===== src/rtl/run_ctrl_pkg.sv =====
// run_ctrl_pkg: shared state encoding, default parameter values and state
// decode helpers for the run controller and its result checker.
package run_ctrl_pkg;

  localparam int unsigned AW_DEF        = 8;
  localparam int unsigned DW_DEF        = 8;
  localparam int unsigned CW_DEF        = 16;
  localparam int unsigned START_CYC_DEF = 2;

  typedef enum logic [2:0] {
    ST_IDLE   = 3'd0,
    ST_CLEAR  = 3'd1,
    ST_LOAD   = 3'd2,
    ST_LAUNCH = 3'd3,
    ST_RUN    = 3'd4,
    ST_CHECK  = 3'd5,
    ST_DONE   = 3'd6
  } state_e;

  // A run is in progress from the memory clear through the result check.
  function automatic logic state_busy(input state_e s);
    return (s == ST_CLEAR) || (s == ST_LOAD) || (s == ST_LAUNCH) ||
           (s == ST_RUN)   || (s == ST_CHECK);
  endfunction

  // The core is held in start/reset until it is released into RUN.
  function automatic logic state_hold_core(input state_e s);
    return (s == ST_IDLE) || (s == ST_CLEAR) || (s == ST_LOAD) ||
           (s == ST_LAUNCH);
  endfunction

endpackage


===== src/rtl/run_chk.sv =====
// run_chk: result comparator. A read issued in cycle t returns mem_rdata in
// cycle t+1; the expected word is captured with the issue so both sides of
// the compare line up. Mismatches bump a saturating error counter.
// Ports:
//   clk, rst_n           clock, async active-low reset
//   clr                  zero the error counter (start of a new run)
//   issue                a check read is addressed this cycle
//   exp_data             expected value for the word addressed this cycle
//   mem_rdata            memory read data (one cycle after the address)
//   err_cnt              registered mismatch count
//   err_next_c           mismatch count including this cycle's compare
module run_chk
  import run_ctrl_pkg::*;
#(
  parameter int unsigned AW = AW_DEF,
  parameter int unsigned DW = DW_DEF
) (
  input  logic          clk,
  input  logic          rst_n,
  input  logic          clr,
  input  logic          issue,
  input  logic [DW-1:0] exp_data,
  input  logic [DW-1:0] mem_rdata,
  output logic [AW-1:0] err_cnt,
  output logic [AW-1:0] err_next_c
);

  localparam logic [AW-1:0] ERR_MAX = '1;

  logic          vld_q, vld_d;
  logic [DW-1:0] exp_q, exp_d;
  logic [AW-1:0] err_q, err_d;

  // Compare the returning word against the expectation captured at issue.
  always_comb begin
    vld_d      = issue;
    exp_d      = issue ? exp_data : exp_q;
    err_next_c = err_q;
    if (vld_q && (mem_rdata != exp_q) && (err_q != ERR_MAX)) begin
      err_next_c = err_q + AW'(1);
    end
    err_d = clr ? '0 : err_next_c;
  end

  always_ff @(posedge clk or negedge rst_n) begin
    if (!rst_n) begin
      vld_q <= 1'b0;
      exp_q <= '0;
      err_q <= '0;
    end else begin
      vld_q <= vld_d;
      exp_q <= exp_d;
      err_q <= err_d;
    end
  end

  assign err_cnt = err_q;

endmodule


===== src/rtl/run_ctrl.sv =====
// run_ctrl: test-run sequencer. On go it clears the data memory, streams a
// preload image into it, releases the core, waits for halt (or a cycle
// limit), then checks a window of result words against expected values.
// Ports:
//   clk, rst_n                        clock, async active-low reset
//   go                                start a run (IDLE/DONE only)
//   mem_we/mem_addr/mem_wdata         data-memory write/address port
//   mem_rdata                         data-memory read data, 1-cycle latency
//   ld_valid/ld_addr/ld_data/ld_last  preload word stream, ld_ready handshake
//   core_start                        holds the core in start while high
//   core_halt                         core finished
//   chk_base/chk_len                  result window start and length
//   exp_idx/exp_data                  index of / expected value for checked word
//   timeout_lim                       RUN cycle limit
//   busy/done/pass/timeout            status; done/pass/timeout held to next go
//   err_cnt/cycle_cnt                 mismatch count, RUN cycle count
module run_ctrl
  import run_ctrl_pkg::*;
#(
  parameter int unsigned AW        = AW_DEF,
  parameter int unsigned DW        = DW_DEF,
  parameter int unsigned CW        = CW_DEF,
  parameter int unsigned START_CYC = START_CYC_DEF
) (
  input  logic          clk,
  input  logic          rst_n,
  input  logic          go,
  output logic          mem_we,
  output logic [AW-1:0] mem_addr,
  output logic [DW-1:0] mem_wdata,
  input  logic [DW-1:0] mem_rdata,
  input  logic          ld_valid,
  input  logic [AW-1:0] ld_addr,
  input  logic [DW-1:0] ld_data,
  input  logic          ld_last,
  output logic          ld_ready,
  output logic          core_start,
  input  logic          core_halt,
  input  logic [AW-1:0] chk_base,
  input  logic [AW-1:0] chk_len,
  output logic [AW-1:0] exp_idx,
  input  logic [DW-1:0] exp_data,
  input  logic [CW-1:0] timeout_lim,
  output logic          busy,
  output logic          done,
  output logic          pass,
  output logic          timeout,
  output logic [AW-1:0] err_cnt,
  output logic [CW-1:0] cycle_cnt
);

  localparam int unsigned   LW       = (START_CYC > 1) ? $clog2(START_CYC) : 1;
  localparam logic [LW-1:0] LC_LAST  = LW'(START_CYC - 1);
  localparam logic [AW-1:0] ADDR_MAX = '1;
  localparam logic [CW-1:0] CYC_MAX  = '1;

  state_e        state_q, state_d;
  logic [AW-1:0] addr_q, addr_d;   // clear address in CLEAR, check index in CHECK
  logic [LW-1:0] lc_q, lc_d;       // LAUNCH cycle counter
  logic [CW-1:0] cyc_q, cyc_d;
  logic          done_q, done_d;
  logic          pass_q, pass_d;
  logic          to_q, to_d;

  logic          clr_c;
  logic          issue_c;
  logic [AW-1:0] err_next_c;
  logic [CW-1:0] cyc_inc_c;

  run_chk #(
    .AW (AW),
    .DW (DW)
  ) u_chk (
    .clk        (clk),
    .rst_n      (rst_n),
    .clr        (clr_c),
    .issue      (issue_c),
    .exp_data   (exp_data),
    .mem_rdata  (mem_rdata),
    .err_cnt    (err_cnt),
    .err_next_c (err_next_c)
  );

  // Count including the current RUN cycle; saturates at all-ones.
  assign cyc_inc_c = (cyc_q == CYC_MAX) ? cyc_q : cyc_q + CW'(1);

  // Next-state and output decode.
  always_comb begin
    state_d    = state_q;
    addr_d     = addr_q;
    lc_d       = lc_q;
    cyc_d      = cyc_q;
    done_d     = done_q;
    pass_d     = pass_q;
    to_d       = to_q;
    clr_c      = 1'b0;
    issue_c    = 1'b0;
    mem_we     = 1'b0;
    mem_addr   = addr_q;
    mem_wdata  = '0;
    ld_ready   = 1'b0;
    exp_idx    = addr_q;
    busy       = state_busy(state_q);
    core_start = state_hold_core(state_q);

    case (state_q)
      ST_IDLE, ST_DONE: begin
        if (go) begin
          state_d = ST_CLEAR;
          addr_d  = '0;
          cyc_d   = '0;
          done_d  = 1'b0;
          pass_d  = 1'b0;
          to_d    = 1'b0;
          clr_c   = 1'b1;
        end
      end

      ST_CLEAR: begin
        mem_we = 1'b1;
        addr_d = addr_q + AW'(1);
        if (addr_q == ADDR_MAX) begin
          state_d = ST_LOAD;
        end
      end

      ST_LOAD: begin
        ld_ready = 1'b1;
        if (ld_valid) begin
          mem_we    = 1'b1;
          mem_addr  = ld_addr;
          mem_wdata = ld_data;
          if (ld_last) begin
            state_d = ST_LAUNCH;
            lc_d    = '0;
          end
        end
      end

      ST_LAUNCH: begin
        lc_d = lc_q + LW'(1);
        if (lc_q == LC_LAST) begin
          state_d = ST_RUN;
        end
      end

      ST_RUN: begin
        cyc_d = cyc_inc_c;
        // Halt takes priority over a limit reached in the same cycle.
        if (core_halt) begin
          state_d = ST_CHECK;
          addr_d  = '0;
        end else if (cyc_inc_c == timeout_lim) begin
          state_d = ST_DONE;
          done_d  = 1'b1;
          to_d    = 1'b1;
          pass_d  = 1'b0;
        end
      end

      ST_CHECK: begin
        mem_addr = chk_base + addr_q;
        // The final cycle issues nothing; it only retires the last compare.
        if (addr_q == chk_len) begin
          state_d = ST_DONE;
          done_d  = 1'b1;
          pass_d  = (err_next_c == '0);
          to_d    = 1'b0;
        end else begin
          issue_c = 1'b1;
          addr_d  = addr_q + AW'(1);
        end
      end

      default: begin
        state_d = ST_IDLE;
      end
    endcase
  end

  always_ff @(posedge clk or negedge rst_n) begin
    if (!rst_n) begin
      state_q <= ST_IDLE;
      addr_q  <= '0;
      lc_q    <= '0;
      cyc_q   <= '0;
      done_q  <= 1'b0;
      pass_q  <= 1'b0;
      to_q    <= 1'b0;
    end else begin
      state_q <= state_d;
      addr_q  <= addr_d;
      lc_q    <= lc_d;
      cyc_q   <= cyc_d;
      done_q  <= done_d;
      pass_q  <= pass_d;
      to_q    <= to_d;
    end
  end

  assign done      = done_q;
  assign pass      = pass_q;
  assign timeout   = to_q;
  assign cycle_cnt = cyc_q;

endmodule

===== config.mk =====
export PLATFORM = sky130hd
export DESIGN_NAME = run_ctrl
export DESIGN_NICKNAME = d
export VERILOG_FILES = /design/src/rtl/run_ctrl_pkg.sv /design/src/rtl/run_chk.sv /design/src/rtl/run_ctrl.sv
export SDC_FILE = /design/constraint.sdc
export NUM_CORES = 1
export LEC_CHECK = 0
export CAP_MARGIN = 40
export CORE_MARGIN = 8
export CORE_UTILIZATION = 40
export DETAILED_ROUTE_END_ITERATION = 10
export GPL_TIMING_DRIVEN = 0
export PLACE_DENSITY = 0.71
export SYNTH_ARGS = -nofsm -noshare
export SYNTH_HDL_FRONTEND = slang
export SYNTH_SLANG_ARGS = --single-unit

===== constraint.sdc =====
create_clock -name clk -period 3.7 [get_ports clk]
set_input_delay 0.925 -clock clk [delete_from_list [all_inputs] [get_ports clk]]
set_output_delay 0.925 -clock clk [all_outputs]
set_load 0.01 [all_outputs]

* Yosys cells after proc, flatten, opt, wreduce, memory -nomap -nowiden
Index checks and enable logic that the tools add are counted.
Word-level totals: bits in registers 48, latch bits 0, bits in writable memories 0, bits in read-only memories 0, output and inout port bits 55, logic and storage cells 102, memories 0
Cells by class: $add $sub $neg 5, multipliers 0, divide/modulo/power cells 0, $lt $le $gt $ge 0, eq/ne operators 23, shifts and indexed selects 0, muxes and demuxes 43, bitwise gates (word level) 0, reductions and logical operators 21
Operators with widths (count):
- two-way mux 8 bit | 8
- two-way mux 16 bit | 2
- one-hot mux 16 bit (2 select lines) | 1
- one-hot mux 8 bit (4 select lines) | 1
- two-way mux 3 bit | 8
- one-hot mux 3 bit (6 select lines) | 1
- adder 16 x 1 -> 16 bit (second input constant) | 1
- adder 8 x 1 -> 8 bit (second input constant) | 2
- equality test 16 bit | 1
- equality test 16 bit (second input constant) | 1
- two-way mux 1 bit | 16
- one-hot mux 8 bit (2 select lines) | 1
- != test 2 bit (second input constant) | 7
- equality test 3 bit (second input constant) | 3
- one-hot mux 1 bit (3 select lines) | 3
- adder 8 bit | 1
- equality test 8 bit | 1
- equality test 8 bit (second input constant) | 1
- zero test 8 bit | 1
- != test 8 bit | 1
- != test 8 bit (second input constant) | 1
- logical OR 1 bit | 7
- AND reduction 7 bit | 1
- equality test 3 x 2 -> 1 bit (second input constant) | 2
- other kinds (15) | 20

* Longest topological paths before layout
depth after elaboration 7, depth in mapped cells 11, mapped depth without buffers 10

* By module
A second synthesis with hierarchy kept.
Second synthesis, totals: cell total of the unflattened synthesis 462, area total of the unflattened synthesis 4057.6 µm²
By module, submodules not included:
- run_ctrl | instances 1, cells each 377, area each 3061.7 µm², seq. area each 775.7 µm²
- run_chk | instances 1, cells each 85, area each 996.0 µm², seq. area each 425.4 µm²

* Worst setup path before layout
No wires, ideal clock.
path kind input to output, start in chk_base[0], end out mem_addr[6], data arrival time 2429 ps, data required time 2775 ps, path slack 346 ps, stages on the path 8, path buffers 0, path through ha_1 -> fa_1 -> a21oi_1 -> o21bai_1 -> a21o_1 -> a21oi_1 -> xor2_1 -> o21ai_0
On the way: longest elaborated chain between the ends 2
RTL lines:
- start, declared | line run_ctrl.sv:39 | input logic [AW-1:0] chk_base,
- adder 8 bit | line run_ctrl.sv:162 | mem_addr = chk_base + addr_q;
- one-hot mux 8 bit (2 select lines) | line run_ctrl.sv:106 | case (state_q)
- end, declared | line run_ctrl.sv:29 | output logic [AW-1:0] mem_addr,
No other way between the ends.

* Worst setup path after layout
Same ends and word-level chain as after synthesis.

==> reports/metrics.yaml <==
maxSlewHeadroom_pct: 43.2
r2r-end: "pass"
slowest_stage: "fa_2"
synth.top_cell.area_share_pct: 32.0
ant_nets: 0
globalRouteOverflowTotal: 0
routabilityCongestion: 0.878
drive_above_1_share_pct: 10.6
std_cell_rows: 35
worstReg2RegStart: "cycle_cnt[0]"
area_growth_pct: 41.7
fin_crit_sh_pct: 99.2
drv_slew: 0
drt_pre_antenna_iters: 4
drc: 0
root_buffer: "clkbuf_8"
layout.area.seq_sq_um: 1200
multi_input_area_sq_um: 2470
n_antenna_cell: 0
grt_pass1_wl_um: 19000
critical_path.top_delay_family: "compound AO/OA/AOI/OAI gates"
final_common_cell: "clkdlybuf4s50_1"
dieWidth_um: 113
grt_usage_pct: 18.0
layout_common_cells: "clkdlybuf4s50_1 (114), dfrtp_1 (48), nor2_1 (47), o21ai_0 (40), nand2_1 (29)"
power_mw: 2.31
pre_cts_slack_ps: -789
fillers: 846
synth_edf_count: 0
worstPathRequired_ps: 2770
critical_path_class: "in2out"
vias_per_cell: 5.56
synth_simple_gate_area_share_pct: 24.3
synth_compound_area_share_pct: 19.9
synth-xor-area-share_pct: 11.8
clock_skew_ps: 10.3
start_util_pct: 40.8
arrival_ps: 2750
p_per_area_nw_per_um2: 434
cts_num_sinks: 48
synthFlopType: "dfrtp_1"
r2r_slack_ps: 360
fin_crit_ps: 3670
dr.first_iter.drc_count: 243
routed-via-count: 3826
cp-start-kind: "input pin"
cts_buffers: 5
min_path_cells: 1
drv_cap: 0
clk_pin_slew_ps: 90
status: "finished clean"
crit_path_max_incr_delay_ps: 420
synth_cells: 442
die_area_sq_um: 12700
worstHoldStart: "lc_q"
wl_per_cell_um: 17.0
totalNegativeSetupSlack_ps: 0
synthesis.area_sq_um: 3760
yosysWarnings: 0
cp_max_fo: 2
crit_buf_inv: 2
synth_area_per_cell_sq_um: 8.50
dpl_cell_area_sq_um: 5150
reg2regPathDepth: 11
core_sq_um: 9200
synth_fa_ha_area_share_pct: 3.86
synth.ff_latch_count: 48
async_flop_share_pct: 100
synth_top_family_by_area: "simple AND/OR/NAND/NOR gates"
yosys.area.top_type: "dfrtp_1"
nets: 657
htree_levels: 2
grt_start_max_net_pins: 35
cp_cell_sequence: "dlygate4sd2_1 > ha_2 > fa_2 > a21oi_2 > o21bai_1 > a21o_1 > a21oi_2 > xor2_1 > o21ai_1 > buf_2"
hp-class: "reg2reg"
tritoncts: "built"
synth_cell_types: 60
yosysSeqAreaShare_pct: 32.0
syn_nets: 523
p_leak_nw: 2.18
setup_viol: 0
postLayoutCoreUtil_pct: 57.9
die_h_um: 113
finalInstanceArea_sq_um: 5320
min_to: "lc_q"
clk_path_buf_depth: 2
setup_ws_ps: 28.3
synth_mux_area_share_pct: 4.60
tightestPinTransition_ps: 849
cp-end-kind: "primary output"
rsz0062_at_grt: "true"
portBuffers: 124
timing.fmax_mhz: 272
post-dp-hpwl_um: 9040
yosys-top-cells-area: "dfrtp_1 (32%), xnor2_1 (6.3%), o21ai_0 (5.7%), xor2_1 (4.9%), nor2_1 (4.8%)"
antenna_found_initial: 0
boundaryPins: 125
insertion_delay_ps: 310
hold_buffers: 0
drt_wl_total_um: 11700
hold_viol: 0
ir_worst_vdd_mv: 0.316
grt_pass1_vias: 3840
cp_common_cell: "a21oi_2"
-- per-layer routing --
metal	global-route usage (%)	up-vias	part of all wire, %
met4	3.64	0	0.78
li1	-	1863	-
met2	30.4	143	48
met3	5.43	7	7.9
met5	0	-	0
met1	22.3	1813	44
-- worst max-delay path by stage --
stage                startpoint           to  slack (ps)  cells after the start
finish              chk_base[0]  mem_addr[6]          30                     10
global route           ld_valid  mem_addr[1]         -10                      6
CTS                 chk_base[1]  mem_addr[7]         -90                     12
detailed placement  chk_base[1]  mem_addr[7]        -790                     12
global placement    chk_base[1]  mem_addr[7]        -750                     12
floorplan           chk_base[0]  mem_addr[6]         350                      8
-- layout make-up --
| cell class | count | area share [%] |
|---|---|---|
| Inverter | 11 | 0.776 |
| Clock inverter | 3 | 0.893 |
| Buffer | 21 | 1.74 |
| Multi-Input combinational cell | 361 | 46.4 |
| Clock buffer | 5 | 1.29 |
| Timing Repair Buffer | 128 | 23.7 |
| Sequential cell | 48 | 22.6 |
| Tap cell | 111 | 2.61 |
-- cell usage after synthesis, types with 2 or more instances --
cell      number
nor3_1         6
a211oi_1       3
inv_1         10
and3_1        10
nand2_1       29
o21ai_0       43
xnor2_1       27
nor2b_1        2
mux2_2        10
a21oi_1       22
nand2b_1       8
nand4_1       12
nor2_1        48
xor2_1        21
mux2i_1        6
clkbuf_1      13
nand3_1       17
ha_1          10
o21bai_1       3
o31ai_1        6
o211ai_1       3
a311oi_1       4
buf_2          7
or3_1          2
nor4_1         5
a22oi_1        8
and2_1        10
and4_1         4
nor4_4         3
o22ai_1        2
o31ai_2        2
a21o_1         3
a31oi_1        7
dfrtp_1       48
or2_2          3
-- what timing repair did --
action                     in CTS  in global routing
cloned                          0                  0
setup endpoints to repair      16                 10
gates resized for setup        28                  9
pin swaps                      11                  8
buffers inserted                1                  2
-- worst reg2reg max path: stages (launching register included) --
cell and delay, ps:
dfrtp_1 480, ha_1 300, and4_1 220, buf_4 170, nand2_1 190, nor3_1 310, mux2i_1 250, xor2_1 220
nand4_1 180, or4_4 470, a21oi_1 290, mux2i_1 210
-- state kept, by name, summed over array words and instances (netlist names), 3 cells and up --
register	cells
state_q	3
u_chk.exp_q	8
u_chk.err_cnt	8
exp_idx	8
cycle_cnt	16
-- stage by stage --
step	hold slack (ps)	instances
detailed placement	486	678
floorplan	452	442
CTS	501	686
finish	500	688
global route	527	688
global placement	474	677
-- where the power goes --
group	internal [mW]	switching [mW]
Combinational	0.558	0.617
Sequential	0.628	0.106
Clock	0.204	0.197
-- cell families after synthesis --
logic type                 after synthesis
muxes                                   16
buffers and inverters                   33
xor gates and xnor gates                49
adders and majority gates               11
AOI/OAI and AO/OA                      118
and+or+nand+nor                        167
DFF                                     48
No activity file was read; power rests on OpenSTA's default activity.
